==> src/rtl/cam_capture_pkg.sv <==
// Shared definitions for the camera capture path, frame buffer and VGA reader:
// screen geometry defaults, capture FSM states and the RGB565 -> RGB332 bit map.
package cam_capture_pkg;

  localparam int SCREEN_WIDTH_DEF  = 176;
  localparam int SCREEN_HEIGHT_DEF = 144;

  typedef enum logic [1:0] {
    WAIT_VS = 2'd0,
    IN_VS   = 2'd1,
    ACTIVE  = 2'd2
  } cap_state_t;

  typedef struct packed {
    logic [4:0] r;
    logic [5:0] g;
    logic [4:0] b;
  } rgb565_t;

  // Keep the top bits of each channel: R[15:13], G[10:8], B[4:3].
  function automatic logic [7:0] to_rgb332(input rgb565_t px);
    return {px.r[4:2], px.g[5:3], px.b[4:3]};
  endfunction

endpackage

==> src/rtl/cam_capture_rgb.sv <==
// Combinational colour reduction of one RGB565 pixel (high/low byte) to RGB332.
module rgb565_to_rgb332
  import cam_capture_pkg::*;
(
  input  logic [7:0] i_hi,
  input  logic [7:0] i_lo,
  output logic [7:0] o_pix
);

  rgb565_t w_px;
  logic    w_unused;

  assign w_px     = rgb565_t'({i_hi, i_lo});
  assign o_pix    = to_rgb332(w_px);
  assign w_unused = ^{i_hi[4:3], i_lo[7:5], i_lo[2:0]};

endmodule

==> src/rtl/cam_capture.sv <==
// OV7670-style capture: frames delimited by VSYNC, rows by HREF, two RGB565
// bytes per pixel reduced to RGB332 and written with registered X/Y addresses.
module cam_capture
  import cam_capture_pkg::*;
#(
  parameter int SCREEN_WIDTH  = SCREEN_WIDTH_DEF,
  parameter int SCREEN_HEIGHT = SCREEN_HEIGHT_DEF
) (
  input  logic       CLK,
  input  logic       RST_N,
  input  logic       VSYNC,
  input  logic       HREF,
  input  logic [7:0] DATA,
  output logic [7:0] PIXEL_OUT,
  output logic [7:0] X_ADDR,
  output logic [7:0] Y_ADDR,
  output logic       W_EN,
  output logic       FRAME_DONE
);

  localparam logic [7:0] W_LIM = 8'(SCREEN_WIDTH);
  localparam logic [7:0] H_LIM = 8'(SCREEN_HEIGHT);

  cap_state_t r_state;
  logic       r_phase;
  logic       r_href_q;
  logic [7:0] r_hi;
  logic [7:0] r_x;
  logic [7:0] r_y;
  logic [7:0] r_pix;
  logic [7:0] r_xaddr;
  logic [7:0] r_yaddr;
  logic       r_wen;
  logic       r_frame_done;
  logic [7:0] w_pix;

  rgb565_to_rgb332 u_rgb (
    .i_hi  (r_hi),
    .i_lo  (DATA),
    .o_pix (w_pix)
  );

  always_ff @(posedge CLK) begin
    if (!RST_N) begin
      r_state      <= WAIT_VS;
      r_phase      <= 1'b0;
      r_href_q     <= 1'b0;
      r_hi         <= '0;
      r_x          <= '0;
      r_y          <= '0;
      r_pix        <= '0;
      r_xaddr      <= '0;
      r_yaddr      <= '0;
      r_wen        <= 1'b0;
      r_frame_done <= 1'b0;
    end else begin
      r_wen        <= 1'b0;
      r_frame_done <= 1'b0;
      case (r_state)
        WAIT_VS: begin
          if (VSYNC) r_state <= IN_VS;
        end
        IN_VS: begin
          if (!VSYNC) begin
            r_state  <= ACTIVE;
            r_phase  <= 1'b0;
            r_href_q <= 1'b0;
            r_x      <= '0;
            r_y      <= '0;
          end
        end
        ACTIVE: begin
          // VSYNC wins over any HREF activity in the same cycle.
          if (VSYNC) begin
            r_state      <= IN_VS;
            r_frame_done <= 1'b1;
            r_phase      <= 1'b0;
            r_href_q     <= 1'b0;
            r_x          <= '0;
          end else begin
            r_href_q <= HREF;
            if (HREF) begin
              r_phase <= ~r_phase;
              if (!r_phase) begin
                r_hi <= DATA;
              end else begin
                if (r_x < W_LIM && r_y < H_LIM) begin
                  r_wen   <= 1'b1;
                  r_pix   <= w_pix;
                  r_xaddr <= r_x;
                  r_yaddr <= r_y;
                end
                if (r_x != W_LIM) r_x <= r_x + 8'd1;
              end
            end else begin
              // Clearing the phase here discards a dangling high byte.
              r_phase <= 1'b0;
              if (r_href_q) begin
                r_x <= '0;
                if (r_y != H_LIM) r_y <= r_y + 8'd1;
              end
            end
          end
        end
        default: r_state <= WAIT_VS;
      endcase
    end
  end

  assign PIXEL_OUT  = r_pix;
  assign X_ADDR     = r_xaddr;
  assign Y_ADDR     = r_yaddr;
  assign W_EN       = r_wen;
  assign FRAME_DONE = r_frame_done;

endmodule

==> config.mk <==
export PLATFORM = sky130hd
export DESIGN_NAME = cam_capture
export DESIGN_NICKNAME = d
export VERILOG_FILES = /design/src/rtl/cam_capture_pkg.sv /design/src/rtl/cam_capture_rgb.sv /design/src/rtl/cam_capture.sv
export SDC_FILE = /design/constraint.sdc
export NUM_CORES = 1
export LEC_CHECK = 0
export BUFFER_PORTS_ARGS = -buffer_cell sky130_fd_sc_hd__buf_2
export CAP_MARGIN = 20
export CORE_UTILIZATION = 55
export CTS_CLUSTER_DIAMETER = 150
export DETAILED_ROUTE_END_ITERATION = 12
export HOLD_SLACK_MARGIN = 0.06
export PLACE_DENSITY = 0.74
export SYNTH_ARGS = -nofsm -noshare
export SYNTH_HDL_FRONTEND = slang
export SYNTH_HIERARCHICAL = 1
export SYNTH_SLANG_ARGS = --single-unit
==> constraint.sdc <==
create_clock -name CLK -period 2.7 [get_ports CLK]
set_input_delay 0.135 -clock CLK [delete_from_list [all_inputs] [get_ports CLK]]
set_output_delay 0.135 -clock CLK [all_outputs]
set_load 0.05 [all_outputs]
==> results of run 1 <==
==> layout by cell type, fill, tap and decap left out, types with 5 or more instances in the layout <==
cell,count
dfxtp_1,52
buf_2,37
nor2b_1,27
mux2i_1,24
nand2_1,22
a21oi_1,12
o21ai_0,11
a21boi_0,9
inv_1,8
nor2_1,8
ha_1,8
nand4_1,5
nand3_1,5
clkbuf_8,5
==> power groups by stage <==
| stage | combinational [mW] | sequential [mW] | clock [mW] |
|---|---|---|---|
| 6_report | 0.0677 | 0.770 | 0.710 |
| 5_1_grt | 0.0753 | 0.771 | 0.753 |
| 4_1_cts | 0.0681 | 0.770 | 0.727 |
| 3_5_place_dp | 0.0650 | 0.788 | 0 |
| 3_3_place_gp | 0.0654 | 0.788 | 0 |
| 2_1_floorplan | 0.0533 | 0.788 | 0 |
==> worst max path at each step <==
stage                from           end  slack (ns)  cells past startpoint
2_1_floorplan  r_state[0]        r_y[5]        0.74                      7
3_3_place_gp   r_state[0]     X_ADDR[1]        0.60                      7
3_5_place_dp   r_state[0]  PIXEL_OUT[0]        0.54                      7
4_1_cts        r_state[0]  PIXEL_OUT[0]        0.52                      7
5_1_grt        r_state[0]  PIXEL_OUT[5]        0.33                      7
6_report       r_state[0]        r_x[2]        0.52                      7
==> per-stage QoR <==
stage          hold WS, ns  std cells  util (%)  setup WS (ns)
5_1_grt             0.0799        335      65.9          0.330
4_1_cts             0.0663        335      65.9          0.516
6_report            0.0721        335      65.9          0.524
3_3_place_gp         0.390        325      61.6          0.599
3_5_place_dp         0.395        325      61.6          0.541
2_1_floorplan        0.280        258         -          0.736
==> flip-flops by register name (all words and copies together) (netlist names), 2 cells and up <==
name / count
r_hi: 6
r_state: 2
PIXEL_OUT: 8
Y_ADDR: 8
r_x: 8
r_y: 8
X_ADDR: 8
==> layer usage <==
metal	global-route usage, %	vias to the layer above	part of all wire [%]
li1	-	938	-
met1	23.7	848	47
met2	33.6	35	48
met3	5.43	6	3.8
met4	7.65	0	1.5
met5	0	-	0
==> repair_timing <==
| item | in CTS | in global routing |
|---|---|---|
| hold buffers | 2 | 0 |
| setup buffers | 0 | 0 |
| hold endpoints to repair | 2 | 0 |
==> layout make-up <==
| class | count | area share (%) |
|---|---|---|
| multi-input cells | 176 | 44.6 |
| clock buffers | 5 | 2.52 |
| flip-flops and latches | 52 | 38.1 |
| well taps | 50 | 2.29 |
| repair buffers | 41 | 8.07 |
| clock inverters | 3 | 3.30 |
| inverters | 8 | 1.10 |
==> worst reg2reg max path, delay by kind of cell (launching register included) <==
kind / cells / cell delay (ns)
simple gates: 4 / 1.20
buf+inv: 1 / 0.08
compound gates: 1 / 0.14
flops: 1 / 0.38
fa+ha+maj: 1 / 0.30
==> results.md, run 1 <==
* Crit Path Class: reg -> reg
* Largest net degree at the start of global routing at 48
* DRT iter0 DRCs at 118
* Gr ovfl total at 0
* Area delta synth->final at 11.6%
* Layout cell share with drive strength beyond 1 at 18.6%
* Netlist Area Pre-Place at 0.00245 sq mm
* Detail Placement HPWL at 2.96 mm
* Final Wtd Congestion at 0.833
* Final setup viols at 0
* Max-cap violations at 0
* Setup TNS at 0 ns
* Worst Hold Depth at 3
* Inserted Clock Buffers at 5
* Worst-skew pair later-pin latency at 0.31 ns
* Initial core utilization at 59.1%
* Mapped Nets at 278
* Min-delay src: DATA[5]
* Storage cell area at 0.00104 sq mm
* Top cell by count, worst path: or3_1
* Total wire length at 4.25 mm
* Sw frac at 18.6%
* Sw Pwr at 0.288 mW
* Worst slew pin tran at 0.674 ns
* Std-Cell Rows at 23
* Worst Reg-to-Reg Cells at 7
* Cts repair resizes at 0
* R2r startpoint: r_state[0]
* FF-to-FF setup slack at 0.52 ns
* Leak at 1.00 nW
* Cells after Synth at 258
* Via density at 5.45
* Clock Skews at 0.00862 ns
* Clock sink count at 52
* Vias in the first global route at 1571
* Final hold violation count at 0
* Power Dens Cells at 567 mW/mm^2
* Crit. End Element: flip-flop
* Post-route minimum period at 2.18 ns
* Syn_area_per_cell at 9.49 sq um
* Dpl cell area at 0.00255 sq mm
* Synth warn at 6
* Logic pwr share at 4.4%
* RSZ-0062 raised after global routing: no
* PnR Total Power at 1.55 mW
* Setup crit start kind: flip-flop
* Post-route ant nets at 0
* Slowest stage delay, CP at 0.47 ns
* Filler cells at 352
* Status: finished, final reports clean
* Detailed Routing Iterations Pass 1 at 4
* Critical path fanouts, max at 10
* Slew margin rel. at 54.9%
* Die Footprint at 0.00472 sq mm
* Chip width at 68.7 microns
* Final #Nets at 304
* Wire per inst at 12.7 microns
* Via count at 1827
* DR DRC count at 0
* Final period util at 80.6%
* CTS tree: done
* All-Layer GR Usage at 19.8%
* Sequential Power Share at 49.8%
* H-tree levels at 2
* WP data required at 2.93 ns
* # diodes at 0
* Crit path buffers/inverters at 1
* Clock root cell: clkbuf_8
* Clock power share at 45.9%
* Clock slew at reported path FFs at 0.09 ns
* Cell-by-cell trace of the critical path: inv_1 -> ha_1 -> or4b_1 -> nand3_2 -> or3_1 -> or3_1 -> a21boi_1
* F_max at 460 MHz
* Initial antenna violation count at 0
* # port buffers at 37
* Hold Path Class: in -> reg
* CP arrival at 2.41 ns
* Crit path max-delay family: simple AND/OR/NAND/NOR gates
* Capturing point of the worst reg2reg path: r_x[2]
* Max stage delay cell, worst path: or3_1
* Die span in y at 68.7 microns
* VDD IR max at 0.395 mV
* CTS Buffer Depth at 2
* Max Slew Vio Count at 0
* Min-Delay Endpoint: r_hi[5]
* Total core area at 0.00414 sq mm
* First-pass GRT wire length at 6.89 mm
* Footprint of the multi-input gates at 0.00122 sq mm
* # IOs at 38
* Power Internal at 1.26 mW
* Finished Cell Area at 0.00273 sq mm
Note: power is estimated with default switching activity, not from simulation.
==> run 2, diff against run 1 <==
Settings changed: CORE_UTILIZATION 55 to 51, PLACE_DENSITY 0.74 to 0.73.
Clock period 2.7 ns to 2 ns, I/O delays scaled along.
==> results.md, run 2 (synthesis results as in run 1) <==
* Hold Path Class: in -> reg
* # port buffers at 37
* Global-route met1 utilization at 24.1%
* Most common cell after layout, fill and taps aside: dfxtp_1
* CP arrival at 2.19 ns
* Worst slew pin tran at 0.500 ns
* Area delta synth->final at 18.4%
* # diodes at 0
* Slowest stage delay, CP at 0.37 ns
* Chip width at 71.3 microns
* DR DRC count at 5
* Capturing point of the worst reg2reg path: r_y[4]
* DRT iter0 DRCs at 95
* Post-route ant nets at 0
* Detailed Routing Iterations Pass 1 at 9
* Met2 usage at 37.1%
* Via density at 5.53
* Worst Reg-to-Reg Cells at 8
* Met3 usage at 5.77%
* Final Wtd Congestion at 0.791
* All-Layer GR Usage at 21.0%
* Vias in the first global route at 1884
* Final hold violation count at 0
* CTS Buffer Depth at 2
* VDD IR max at 0.454 mV
* Final period util at 98.3%
* Clock slew at reported path FFs at 0.09 ns
* Filler cells at 384
* Largest net degree at the start of global routing at 37
* Initial antenna violation count at 0
* FF-to-FF setup slack at 0.03 ns
* Die span in y at 71.3 microns
* Slew margin rel. at 66.3%
* Max Slew Vio Count at 0
* Initial core utilization at 54.7%
* Max-cap violations at 0
* Total core area at 0.00447 sq mm
* Inserted Clock Buffers at 5
* Final setup viols at 0
* Worst Hold Depth at 3
* DP Cell Count at 333
* Final #Nets at 323
* Setup TNS at 0 ns
* Via count at 1968
* Wire per inst at 14.6 microns
* Gr ovfl total at 0
* Total wire length at 5.21 mm
* GR peak layer: met2
* F_max at 509 MHz
* Std-Cell Rows at 24
* Status: finished, violations left
* Crit. End Element: flip-flop
* Clock root cell: clkbuf_8
* Detail Placement HPWL at 3.36 mm
* R2r startpoint: r_state[0]
* Max stage delay cell, worst path: dfxtp_4
* Top cell by count, worst path: buf_4
* Crit path buffers/inverters at 2
* Worst-skew pair later-pin latency at 0.30 ns
* Cell-by-cell trace of the critical path: buf_4 -> ha_4 -> nor2_1 -> nor4b_4 -> a21boi_4 -> buf_4 -> or3_1 -> a21oi_1
* Critical path fanouts, max at 7
* # IOs at 38
* Setup crit start kind: flip-flop
* H-tree levels at 2
* WP data required at 2.23 ns
* Layout cell share with drive strength beyond 1 at 25.3%
* CTS tree: done
* Clock Skews at 0.00732 ns
* First-pass GRT wire length at 8.40 mm
* Leak at 1.08 nW
* Post-route minimum period at 1.97 ns
* Footprint of the multi-input gates at 0.00127 sq mm
* Violated checks: design-rule violations
* Most frequent cells in the layout: dfxtp_1 (50), buf_2 (37), nor2b_1 (27)
* Layout Utilization at 64.7%
* Power Dens Cells at 612 mW/mm^2
* Min-delay src: DATA[3]
* PnR Total Power at 1.77 mW
* Min-Delay Endpoint: PIXEL_OUT[0]
* Storage cell area at 0.00105 sq mm
* Crit Path Class: reg -> reg
* Clock sink count at 52
* Non-Filler Instances at 356
* Die Footprint at 0.00508 sq mm
* Worst hold slack at 0.0807 ns
* Crit path max-delay family: simple AND/OR/NAND/NOR gates
## run 2: report_power, final
part | switching [mW] | internal [mW]
clock network | 0.326 | 0.277
logic | 0.0669 | 0.0628
registers | 0.00325 | 1.04
total | 0.396 | 1.38
## run 2: layout make-up
| cell class | count | share of cell area [%] |
|---|---|---|
| clock inverter | 2 | 0.346 |
| multi-input combinational | 177 | 43.8 |
| tap | 52 | 2.25 |
| clock buffer | 6 | 2.85 |
| timing repair buffer | 59 | 13.6 |
| sequential | 52 | 36.1 |
| inverter | 8 | 1.04 |
## run 2: what timing repair did
action,4_1_cts,5_1_grt
gates resized for setup,5,8
setup buffers,2,5
gates cloned,0,1
hold buffers,7,0
hold endpoints to repair,7,0
endpoints found under the setup margin,4,5
pin swaps,1,6
## run 2: worst max-delay path by stage
stage | cells past startpoint | slack, ns | from | to
detailed placement | 6 | -0.08 | r_state[0] | r_y[5]
finish | 8 | 0.03 | r_state[0] | r_y[4]
CTS | 7 | 0.02 | r_state[0] | r_y[5]
global placement | 6 | 0.03 | r_state[0] | r_y[7]
global route | 8 | -0.04 | r_state[0] | r_y[4]
floorplan | 7 | 0.04 | r_state[0] | r_y[5]
## run 2: metal layers
metal	wire, microns	share of wire (%)	up-vias
met5	0	0	-
met3	234	4.5	13
met4	97	1.9	0
met2	2640	51	72
li1	-	-	978
met1	2240	43	905
## run 2: worst reg2reg max path: stages, from the launching register on
cell      delay (ns)
dfxtp_4         0.37
buf_4           0.11
ha_4            0.16
nor2_1          0.08
nor4b_4         0.38
a21boi_4        0.12
buf_4           0.16
or3_1           0.36
a21oi_1         0.16
## run 2: through the flow
stage	area [sq um]	setup slack, ns
final	2900	0.0346
after global routing	2900	-0.0440
after CTS	2820	0.0224
after detailed placement	2620	-0.0832
after global placement	2620	0.0348
after floorplan	2450	0.0358
==> run 3, diff against run 2 <==
Settings changed: REMOVE_ABC_BUFFERS from default to 1.
==> results.md, run 3 (synthesis results as in run 1) <==
* First-pass GRT wire length at 7.62 mm
* Worst-skew pair later-pin latency at 0.31 ns
* Worst Reg-to-Reg Cells at 7
* Crit. End Element: flip-flop
* Clock slew at reported path FFs at 0.09 ns
* Total wire length at 4.58 mm
* Power Dens Cells at 660 mW/mm^2
* Clock sink count at 52
* H-tree levels at 2
* Critical Path Start: r_state[1]
* All-Layer GR Usage at 18.9%
* Layout Utilization at 63.4%
* Non-Filler Instances at 351
* Layout cell share with drive strength beyond 1 at 22.4%
* F_max at 518 MHz
* Area delta synth->final at 15.8%
* Final #Nets at 318
* CP arrival at 2.16 ns
* Final hold violation count at 0
* Max-cap violations at 0
* Largest net degree at the start of global routing at 26
* DR DRC count at 5
* Die Footprint at 0.00508 sq mm
* # diodes at 0
* Violated checks: design-rule violations
* # IOs at 38
* DRT iter0 DRCs at 81
* Detailed Routing Iterations Pass 1 at 8
* CTS Buffer Depth at 2
* Leak at 1.05 nW
* Crit Path Class: reg -> reg
* Max Slew Vio Count at 0
* DP Cell Count at 333
* Capturing point of the worst reg2reg path: r_y[3]
* Vias in the first global route at 1726
* Clock root cell: clkbuf_8
* Via count at 1882
* Final setup margin at 0.0703 ns
* Detail Placement HPWL at 3.03 mm
* Final period util at 96.5%
* CTS tree: done
* Gr ovfl total at 0
* Most common cell after layout, fill and taps aside: dfxtp_1
* Min-delay src: DATA[2]
* Chip width at 71.3 microns
* # port buffers at 37
* Inserted Clock Buffers at 5
* Worst Hold Depth at 3
* Clock Skews at 0.00510 ns
* Min-Delay Endpoint: r_hi[2]
* Total core area at 0.00447 sq mm
* Via density at 5.36
* Setup crit start kind: flip-flop
* Setup TNS at 0 ns
* PnR Total Power at 1.87 mW
* Die span in y at 71.3 microns
* Worst slew pin tran at 0.578 ns
* Place WS at -0.00791 ns
* Hold Path Class: in -> reg
* Most frequent cells in the layout: dfxtp_1 (50), buf_2 (38), nor2b_1 (27)
* WP data required at 2.23 ns
* Post-route ant nets at 0
* VDD IR max at 0.299 mV
* Status: finished, violations left
* Initial antenna violation count at 0
* R2r startpoint: r_state[1]
* Final setup viols at 0
* Slew margin rel. at 61.0%
* Wire per inst at 13.0 microns
* FF-to-FF setup slack at 0.07 ns
* Post-route minimum period at 1.93 ns
* Initial core utilization at 54.7%
* Std-Cell Rows at 24
* Critical path fanouts, max at 7
* Final Wtd Congestion at 0.826
[run 3: layout make-up]
| class | count | area (sq um) |
|---|---|---|
| Timing Repair Buffer | 55 | 348 |
| Multi-Input combinational cell | 176 | 1240 |
| Inverter | 8 | 30.0 |
| Tap cell | 52 | 65.1 |
| Fill cell | 385 | 1640 |
| Clock inverter | 3 | 42.5 |
| Clock buffer | 5 | 68.8 |
| Sequential cell | 52 | 1040 |
[run 3: worst max-delay path by stage]
stage,end,slack [ns],cells past startpoint
6_report,r_y[3],0.07,7
5_1_grt,r_y[5],-0.008,7
4_1_cts,r_y[7],0.03,6
3_5_place_dp,r_y[7],-0.008,6
3_3_place_gp,r_y[7],0.06,6
2_1_floorplan,PIXEL_OUT[0],-0.32,6
[run 3: stage by stage]
| stage | hold WS [ns] | area (sq um) |
|---|---|---|
| 6_report | 0.0707 | 2840 |
| 3_5_place_dp | 0.363 | 2610 |
| 3_3_place_gp | 0.352 | 2610 |
| 2_1_floorplan | 0.222 | 2290 |
| 5_1_grt | 0.0705 | 2840 |
| 4_1_cts | 0.0665 | 2800 |
[run 3: repair_timing]
item                                    CTS  global route
gates resized for setup                   1             5
endpoints found under the hold margin     7             0
hold buffers                              7             0
endpoints found under the setup margin    3             7
buffers inserted                          0             3
pin swaps                                 0             5
[run 3: report_power, final]
part / total [mW] / switching, mW / internal (mW)
Sequential: 1.04 / 0.00193 / 1.04
Combinational: 0.118 / 0.0615 / 0.0565
Clock: 0.715 / 0.345 / 0.370
[run 3: metal layers]
layer | global-route usage [%] | vias up | share of wire, %
met5 | 0 | - | 0
met4 | 9.11 | 0 | 1.5
met3 | 4.08 | 7 | 3.6
met2 | 30.8 | 39 | 46
met1 | 23.9 | 875 | 49
li1 | - | 961 | -
[run 3: critical path, stage by stage, from the launching register on]
cell and delay (ns):
dfxtp_2 0.36, inv_1 0.09, ha_2 0.19, nor2_1 0.07
nor4b_4 0.38, a21boi_4 0.12, or3_2 0.46, a21oi_1 0.17
